`config.mk`:
```
export PLATFORM = sky130hd
export DESIGN_NAME = mostra_sequencia
export DESIGN_NICKNAME = d
export VERILOG_FILES = /design/src/rtl/jogo_pkg.sv /design/src/rtl/contador_m.sv /design/src/rtl/mostra_sequencia.sv
export SDC_FILE = /design/constraint.sdc
export NUM_CORES = 1
export LEC_CHECK = 0
export ABC_AREA = 1
export CORE_MARGIN = 1
export CORE_UTILIZATION = 50
export CTS_BUF_LIST = sky130_fd_sc_hd__clkbuf_8
export DETAILED_ROUTE_END_ITERATION = 10
export PLACE_DENSITY = 0.81
export SLEW_MARGIN = 20
export SYNTH_ARGS = -nofsm -noshare
export SYNTH_HDL_FRONTEND = slang
export SYNTH_SLANG_ARGS = --single-unit
```
`constraint.sdc`:
```
create_clock -name clock -period 3.1 [get_ports clock]
set_input_delay 0.62 -clock clock [delete_from_list [all_inputs] [get_ports clock]]
set_output_delay 0.62 -clock clock [all_outputs]
set_load 0.005 [all_outputs]
```
`src/rtl/jogo_pkg.sv`:
```
// Shared constants for the memory game: state codes decoded by the control
// unit through db_estado, ROM geometry, and elaboration-time helpers.
package jogo_pkg;

  localparam int ADDR_W = 4;
  localparam int DATA_W = 4;

  typedef enum logic [2:0] {
    INICIAL = 3'd0,
    BUSCA   = 3'd1,
    ACESO   = 3'd2,
    APAGADO = 3'd3,
    FIM     = 3'd4
  } estado_t;

  function automatic int max_int(input int a, input int b);
    return (a > b) ? a : b;
  endfunction

  // Bits needed to count 0..m-1, never less than one.
  function automatic int largura(input int m);
    return (m <= 1) ? 1 : $clog2(m);
  endfunction

endpackage

```
`src/rtl/contador_m.sv`:
```
// Modulo-M up counter with synchronous clear and count enable.
module contador_m #(
  parameter int M = 16,
  parameter int N = 4
) (
  input  logic         clock,
  input  logic         reset_n,
  input  logic         zera_s,
  input  logic         conta,
  output logic [N-1:0] q
);

  localparam logic [N-1:0] ULTIMO = N'(M - 1);

  always_ff @(posedge clock or negedge reset_n) begin
    if (!reset_n) begin
      q <= '0;
    end else if (zera_s) begin
      q <= '0;
    end else if (conta) begin
      if (q == ULTIMO) q <= '0;
      else             q <= q + N'(1);
    end
  end

endmodule

```
`src/rtl/mostra_sequencia.sv`:
```
// Sequence presenter: walks ROM addresses 0..rodada, lighting each entry for
// T_ON cycles followed by T_OFF dark cycles, then pulses pronto for one cycle.
//
// Handshake with the control unit: iniciar is a request sampled only while
// idle (ocupado low); once accepted, ocupado stays high until the cycle after
// the single-cycle pronto. zera aborts at any time without a pronto.
module mostra_sequencia
  import jogo_pkg::*;
#(
  parameter int T_ON  = 50_000_000,
  parameter int T_OFF = 25_000_000
) (
  input  logic              clock,
  input  logic              reset_n,
  input  logic              zera,
  input  logic              iniciar,
  input  logic [ADDR_W-1:0] rodada,
  input  logic [DATA_W-1:0] rom_dado,
  output logic [ADDR_W-1:0] rom_endereco,
  output logic [DATA_W-1:0] leds,
  output logic              ocupado,
  output logic              pronto,
  output logic [2:0]        db_estado
);

  localparam int TMOD = max_int(T_ON, T_OFF);
  localparam int TW   = largura(TMOD);
  localparam logic [TW-1:0] FIM_ON  = TW'(T_ON - 1);
  localparam logic [TW-1:0] FIM_OFF = TW'(T_OFF - 1);

  estado_t           estado, estado_prox;
  logic [ADDR_W-1:0] rodada_reg;
  logic [TW-1:0]     timer;
  logic              zera_s, conta;
  logic              fim_on, fim_off, ultimo;

  assign fim_on  = (timer == FIM_ON);
  assign fim_off = (timer == FIM_OFF);
  assign ultimo  = (rom_endereco == rodada_reg);

  always_comb begin
    estado_prox = estado;
    case (estado)
      INICIAL: if (iniciar) estado_prox = BUSCA;
      BUSCA:   estado_prox = ACESO;
      ACESO:   if (fim_on) estado_prox = APAGADO;
      APAGADO: if (fim_off) estado_prox = ultimo ? FIM : BUSCA;
      FIM:     estado_prox = INICIAL;
      default: estado_prox = INICIAL;
    endcase
    if (zera) estado_prox = INICIAL;
  end

  always_ff @(posedge clock or negedge reset_n) begin
    if (!reset_n) estado <= INICIAL;
    else          estado <= estado_prox;
  end

  // Address only moves on the APAGADO->BUSCA edge, so it is steady through ACESO.
  always_ff @(posedge clock or negedge reset_n) begin
    if (!reset_n) begin
      rodada_reg   <= '0;
      rom_endereco <= '0;
    end else if (zera) begin
      rom_endereco <= '0;
    end else if (estado == INICIAL && iniciar) begin
      rodada_reg   <= rodada;
      rom_endereco <= '0;
    end else if (estado == APAGADO && fim_off && !ultimo) begin
      rom_endereco <= rom_endereco + ADDR_W'(1);
    end
  end

  // Clearing on every state change means each phase starts counting from 0.
  assign zera_s = zera | (estado_prox != estado);
  assign conta  = (estado == ACESO) | (estado == APAGADO);

  contador_m #(
    .M (TMOD),
    .N (TW)
  ) u_timer (
    .clock   (clock),
    .reset_n (reset_n),
    .zera_s  (zera_s),
    .conta   (conta),
    .q       (timer)
  );

  assign leds      = (estado == ACESO) ? rom_dado : '0;
  assign ocupado   = (estado != INICIAL);
  assign pronto    = (estado == FIM);
  assign db_estado = estado;

endmodule

```
==> results of run 1 <==
synthesized netlist by cell type (all sizes together) (3+ instances only):
| cell | n |
|---|---|
| buf | 5 |
| nand2 | 101 |
| a31oi | 3 |
| xor2 | 11 |
| a21oi | 8 |
| dfrtp | 37 |
| nand4 | 9 |
| o21ai | 11 |
| inv | 61 |
| nor3 | 13 |
| nand3 | 28 |
| nor2 | 97 |
power groups by stage:
stage	Combinational (uW)	Sequential [uW]	Clock, uW
after global routing	157	510	466
after global placement	136	518	0
final	138	509	439
after floorplan	86.5	515	0
after CTS	140	509	445
after detailed placement	140	518	0
cell families after synthesis:
| logic type | after synthesis | share of synthesized area |
|---|---|---|
| AND/OR/NAND/NOR | 249 | 0.437 |
| buffers and inverters | 66 | 0.101 |
| flip-flops | 37 | 0.352 |
| AO/OA/AOI/OAI | 26 | 0.0566 |
| XOR/XNOR | 13 | 0.0433 |
| adder cells (fa/ha/maj) | 2 | 0.00952 |
worst min-delay path by stage:
stage,startpoint,to,slack (ns),cells past startpoint
3_5_place_dp,rodada_reg[0],rodada_reg[0],0.56,2
2_1_floorplan,reset_n,db_estado[0],0.32,0
4_1_cts,reset_n,rom_endereco[3],0.45,1
3_3_place_gp,rodada_reg[1],rodada_reg[1],0.55,2
5_1_grt,reset_n,u_timer.q[0],0.50,1
6_report,reset_n,rom_endereco[2],0.42,1
stage by stage:
stage / hold WS, ns / setup slack [ns] / power (uW) / utilization
2_1_floorplan: 0.324 / 1.40 / 602 / -
3_3_place_gp: 0.546 / 0.783 / 653 / 0.576
3_5_place_dp: 0.559 / 0.749 / 657 / 0.576
4_1_cts: 0.454 / 0.464 / 1090 / 0.599
5_1_grt: 0.502 / 0.382 / 1130 / 0.599
6_report: 0.419 / 0.511 / 1090 / 0.599
cell type report:
type / count / area [sq um]
multi-input cells: 290 / 1440
inverters: 61 / 229
flip-flops and latches: 37 / 926
clock inverters: 2 / 33.8
clock buffers: 6 / 82.6
fillers: 497 / 2040
well taps: 70 / 87.6
repair buffers: 25 / 243
metal layers:
metal	part of all wire	up-vias
li1	-	1273
met1	0.46	1154
met2	0.45	75
met3	0.063	12
met4	0.022	0
met5	0	-
==> qor.csv, run 1 <==
metric,value,unit
run status,"finished, final reports clean",
layer with the highest usage after global routing,met2,
half-perimeter wire length after detailed placement,4.62,mm
flip-flop count of the largest register after layout,26,
Max Transition Viols Final,0,
IO Count,25,
sequential element share of the synthesized area,0.352,
worst-path fanout max,4,
initial core utilization,0.518,
core outline area,0.00507,sq mm
Sw Share,0.258,
count of synthesis-stage warnings from yosys,0,
Syn-to-layout area delta,15.6,%
antenna diode count,0,
netlist area before placement,0.00263,sq mm
TritonCTS clock tree,built,
largest net degree at the start of global routing,38,
number of synthesized flops with an enable pin,0,
worst-path cell with the longest stage delay,sky130_fd_sc_hd__clkdlybuf4s50_1,
met3 layer usage reported by global route,0.0556,
final net count,434,
area share of the largest cell type after synthesis,0.352,
upper clock frequency limit,0.386,GHz
slew at the pin closest to its max-slew limit,0.822,ns
final clock skew,0.00837,ns
number of clock sinks seen by CTS,37,
leakage power of the design,0.00132,uW
number of endpoints failing setup at the final stage,0,
crit share post-route,0.835,
first-pass GRT wire length,10.5,mm
gpl congestion,0.934,
"CTS clk-pin slew, worst paths",0.08,ns
placed cell count,483,
Synth area leader,sky130_fd_sc_hd__dfrtp_1,
Synth Area per Inst,6.69,sq um
insertion delay to the later sink of the worst-skew pair,0.30,ns
"Primary FF master, synth",sky130_fd_sc_hd__dfrtp_1,
critical setup path kind,reg -> out,
via count,2514,
data arrival time at the worst-slack endpoint,1.97,ns
number of cells produced by synthesis,393,
count of cell types in the netlist,30,
via density per instance,5.12,
part of the power in combinational logic,0.127,
Max H-tree Level,2,
master cell of the clock root buffer,sky130_fd_sc_hd__clkbuf_8,
final std cells w/o fill,491,
capturing instance or port of the critical path,leds[3],
number of stages on the worst setup path,6,
Max Cap Viol,0,
placed instance area,0.00292,sq mm
kind of end point of the critical path,primary output,
class of the tightest hold or removal check,in -> async,
count of antenna-violating nets left after detailed routing,0,
aggregate global routing overflow,0,
Switch Pwr,280,uW
Worst Setup Start Kind,flop,
clk buf depth,2,
met1 GRT Util,0.332,
worst r2r src,u_timer.q[0],
overall routed net length,6.22,mm
number of antenna violations at the first check in global routing,0,
hold violation count in the final report,0,
headroom to the max-slew limit,0.452,
number of cells upsized or downsized after cts,0,
count of port buffers added during placement,24,
"Cell Chain, Critical Path","inv_1, nand2_1, nor2_1, inv_1, nor2_1, clkdlybuf4s50_1",
cell count of the worst reg-to-reg path,12,
Row Count,26,
Setup Total Neg Slack,0,ns
final critical-path required period,2.59,ns
CTS Hold Bufs,0,
worst path bufs/invs,3,
proportion of layout cells with a drive suffix above 1,0.107,
die outline width,74.5,microns
Setup Buffers After CTS,0,
final instance area,0.00304,sq mm
DRC violations left,0,
destination of the worst register-to-register timing path,u_timer.q[15],
R2R Setup Slk,0.81,ns
Die ar.,0.00555,sq mm
RSZ-0062 raised after global routing,no,
delay contributed by the slowest stage of the critical path,0.51,ns
Die Y-Extent,74.5,microns
net count of the mapped netlist,407,
number of search-and-repair iterations in the first detailed-routing pass,4,
global-route total usage across every layer,0.250,
via count of the first global-routing pass,2328,
Num CTS Buffers,5,
maximum vdd drop,0.246,mV
"most common cell after layout, fill and taps aside",sky130_fd_sc_hd__nand2_1,
initial drt markers,143,
relative contribution of the clock network to total power,0.404,
data required time at the worst endpoint,2.48,ns
flop and latch count out of synthesis,37,
most used cells in the layout excluding fill and tap cells,"96 x sky130_fd_sc_hd__nand2_1, 74 x sky130_fd_sc_hd__nor2_1, 60 x sky130_fd_sc_hd__inv_1, 37 x sky130_fd_sc_hd__dfrtp_1, 25 x sky130_fd_sc_hd__nand3_1",
share of power burned in registers,0.469,
Pwr Density,357,mW/mm^2
internal cell power,806,uW
Synth async-reset ratio,1.00,
met2 track demand over resource in global routing,0.395,
Synth area leaders,"sky130_fd_sc_hd__dfrtp_1 35%, sky130_fd_sc_hd__nand2_1 14%, sky130_fd_sc_hd__nor2_1 11%, sky130_fd_sc_hd__inv_1 8.4%, sky130_fd_sc_hd__nand3_1 4.8%",
origin of the worst setup path,db_estado[2],
post-detailed-route wirelength per cell,12.7,microns
largest delay contributor family on the critical path,buffers and inverters,
(Power assumes the default switching activity.)
==> inputs of run 2 (changes only) <==
==> constraint.sdc (replaced) <==
create_clock -name clock -period 2.7 [get_ports clock]
set_input_delay 0.54 -clock clock [delete_from_list [all_inputs] [get_ports clock]]
set_output_delay 0.54 -clock clock [all_outputs]
set_load 0.005 [all_outputs]
==> run 2 against run 1 <==
  * Critical path type unchanged
  * Wire length grew 2.1%
  * Register-to-register slack lost 0.16 ns
  * Clock power shrank 13%
  * Clock-buffer cell count shrank 1
  * Sequential power grew 15%
  * Non-clock buffer count grew 3
  * Combinational power grew 20%
  * Hold slack lost 0.066 ns
  * Core utilization shrank 0.22 points
  * First-iteration DRC count grew 7.7%
  * Critical endpoint is now leds[1]
  * Global-route usage shrank 0.085 points
  * Largest cell class unchanged
==> qor.csv, run 2 (same netlist as run 1, synthesis figures left out) <==
metric,value,unit,change
via count of the first global-routing pass,2297,,-1.3%
R2R Setup Slk,0.65,ns,-0.16 ns
insertion delay to the later sink of the worst-skew pair,0.30,ns,about the same
class of the tightest hold or removal check,in -> async,,
master cell of the clock root buffer,sky130_fd_sc_hd__clkbuf_8,,
IO Count,25,,unchanged
number of stages on the worst setup path,6,,unchanged
first-pass GRT wire length,10.3,mm,-1.2%
initial core utilization,0.518,,unchanged
flip-flop count of the largest register after layout,26,,unchanged
number of clock sinks seen by CTS,37,,unchanged
global-route total usage across every layer,0.249,,-0.000854
aggregate global routing overflow,0,,unchanged
via density per instance,5.05,,-1.3%
origin of the worst setup path,db_estado[2],,
worst path setup slack after routing,0.295,ns,-0.216 ns
clk buf depth,2,,unchanged
hold violation count in the final report,0,,unchanged
Place WS,0.507,ns,-0.242 ns
crit share post-route,0.891,,
DRC violations left,0,,unchanged
Syn-to-layout area delta,15.1,%,
core outline area,0.00507,sq mm,unchanged
cell count of the worst reg-to-reg path,10,,-2
worst-path fanout max,4,,unchanged
proportion of layout cells with a drive suffix above 1,0.113,,+0.00632
half-perimeter wire length after detailed placement,4.80,mm,+3.7%
Max Transition Viols Final,0,,unchanged
largest net degree at the start of global routing,38,,unchanged
largest delay contributor family on the critical path,buffers and inverters,,
number of antenna violations at the first check in global routing,0,,unchanged
gpl congestion,0.975,,+4.4%
data arrival time at the worst-slack endpoint,1.86,ns,-0.11 ns
die outline width,74.5,microns,unchanged
upper clock frequency limit,0.416,GHz,
antenna diode count,0,,unchanged
Die ar.,0.00555,sq mm,unchanged
metal3 WL,360,microns,-7.7%
Pwr Density,374,mW/mm^2,+4.7%
Max H-tree Level,2,,unchanged
slew at the pin closest to its max-slew limit,0.848,ns,+0.0262 ns
post-detailed-route wirelength per cell,12.8,microns,+1.4%
capturing instance or port of the critical path,leds[1],,
Die Y-Extent,74.5,microns,unchanged
Setup Buffers After CTS,0,,unchanged
Num CTS Buffers,5,,unchanged
delay contributed by the slowest stage of the critical path,0.51,ns,about the same
final standard cell utilization of the core,0.596,,-0.00222
number of endpoints failing setup at the final stage,0,,unchanged
"CTS clk-pin slew, worst paths",0.08,ns,about the same
final clock skew,0.00974,ns,+0.00137 ns
number of search-and-repair iterations in the first detailed-routing pass,5,,+1
most used cells in the layout excluding fill and tap cells,"96 x sky130_fd_sc_hd__nand2_1, 74 x sky130_fd_sc_hd__nor2_1, 60 x sky130_fd_sc_hd__inv_1, 37 x sky130_fd_sc_hd__dfrtp_1, 25 x sky130_fd_sc_hd__nand3_1",,
via count,2497,,-0.68%
worst path bufs/invs,3,,unchanged
uppermost metal layer occupied by signal nets,met4,,
destination of the worst register-to-register timing path,u_timer.q[7],,
Setup Total Neg Slack,0,ns,unchanged
worst-path cell with the longest stage delay,sky130_fd_sc_hd__clkdlybuf4s50_1,,
final net count,437,,+0.69%
maximum vdd drop,0.251,mV,+1.9%
final critical-path required period,2.40,ns,
RSZ-0062 raised after global routing,no,,
Worst Setup Start Kind,flop,,
M1 wire length,2.95,mm,+3.0%
number of cells upsized or downsized after cts,0,,unchanged
headroom to the max-slew limit,0.435,,-0.0175
initial drt markers,154,,+7.7%
TritonCTS clock tree,built,,
kind of end point of the critical path,primary output,,
count of port buffers added during placement,24,,unchanged
"Cell Chain, Critical Path","inv_1, nand2_1, nor2_1, inv_1, nor2_1, clkdlybuf4s50_1",,
sum of met2 wire segment lengths after detailed routing,2.94,mm,+3.9%
run status,"finished, final reports clean",,
Max Cap Viol,0,,unchanged
worst r2r src,db_estado[2],,
"most common cell after layout, fill and taps aside",sky130_fd_sc_hd__nand2_1,,
Row Count,26,,unchanged
critical setup path kind,reg -> out,,
overall routed net length,6.35,mm,+2.1%
data required time at the worst endpoint,2.16,ns,-0.32 ns
CTS Hold Bufs,0,,unchanged
count of antenna-violating nets left after detailed routing,0,,unchanged
leakage power of the design,0.00132,uW,about the same
## run 2: changes by cell type in the layout (fill, tap and decap cells not counted)
cell	previous run	this run
sky130_fd_sc_hd__buf_4	1	4
sky130_fd_sc_hd__clkinv_2	0	2
sky130_fd_sc_hd__bufinv_16	1	0
sky130_fd_sc_hd__clkbuf_8	6	5
## run 2: stage by stage
| step | instances | hold WS, ns | instance area [sq um] | power (uW) |
|---|---|---|---|---|
| floorplan | 393 | 0.244 | 2630 | 691 |
| global placement | 486 | 0.548 | 2940 | 757 |
| detailed placement | 486 | 0.561 | 2940 | 763 |
| CTS | 494 | 0.378 | 3030 | 1150 |
| global route | 494 | 0.416 | 3030 | 1190 |
| finish | 494 | 0.352 | 3030 | 1130 |
## run 2: how the worst min path moves through the flow
stage / startpoint / to / slack, ns / cells past startpoint
finish: reset_n / u_timer.q[24] / 0.35 / 1
global route: reset_n / u_timer.q[24] / 0.42 / 1
CTS: reset_n / rom_endereco[2] / 0.38 / 1
detailed placement: rodada_reg[2] / rodada_reg[2] / 0.56 / 2
global placement: rodada_reg[1] / rodada_reg[1] / 0.55 / 2
floorplan: reset_n / db_estado[0] / 0.24 / 0
## run 2: final cells by class
type | instances | area [sq um]
clock inverters | 3 | 13.8
well taps | 70 | 87.6
repair buffers | 28 | 265
clock buffers | 5 | 68.8
inverters | 61 | 229
multi-input cells | 290 | 1440
fillers | 509 | 2050
flip-flops and latches | 37 | 926
## run 2: power breakdown
group	switching, uW	total [uW]	internal (uW)
combinational	104	166	62.7
sequential	13.9	585	571
clock	206	382	175
total	324	1130	809
## run 2: per-layer routing
metal / up-vias / GRT usage
met5: - / 0
met4: 0 / 0.0922
met3: 10 / 0.0583
li1: 1279 / -
met2: 69 / 0.394
met1: 1139 / 0.331
## run 2: worst reg2reg max path, cell delays in order, from the launching register on
cell and delay (ns):
sky130_fd_sc_hd__dfrtp_1 0.42, sky130_fd_sc_hd__inv_1 0.12, sky130_fd_sc_hd__nand2_1 0.08, sky130_fd_sc_hd__buf_4 0.21, sky130_fd_sc_hd__inv_1 0.30, sky130_fd_sc_hd__nand2_1 0.12, sky130_fd_sc_hd__nor2_1 0.19, sky130_fd_sc_hd__nand3_1 0.14
sky130_fd_sc_hd__nor2_1 0.14, sky130_fd_sc_hd__xor2_1 0.15, sky130_fd_sc_hd__nor2_1 0.06
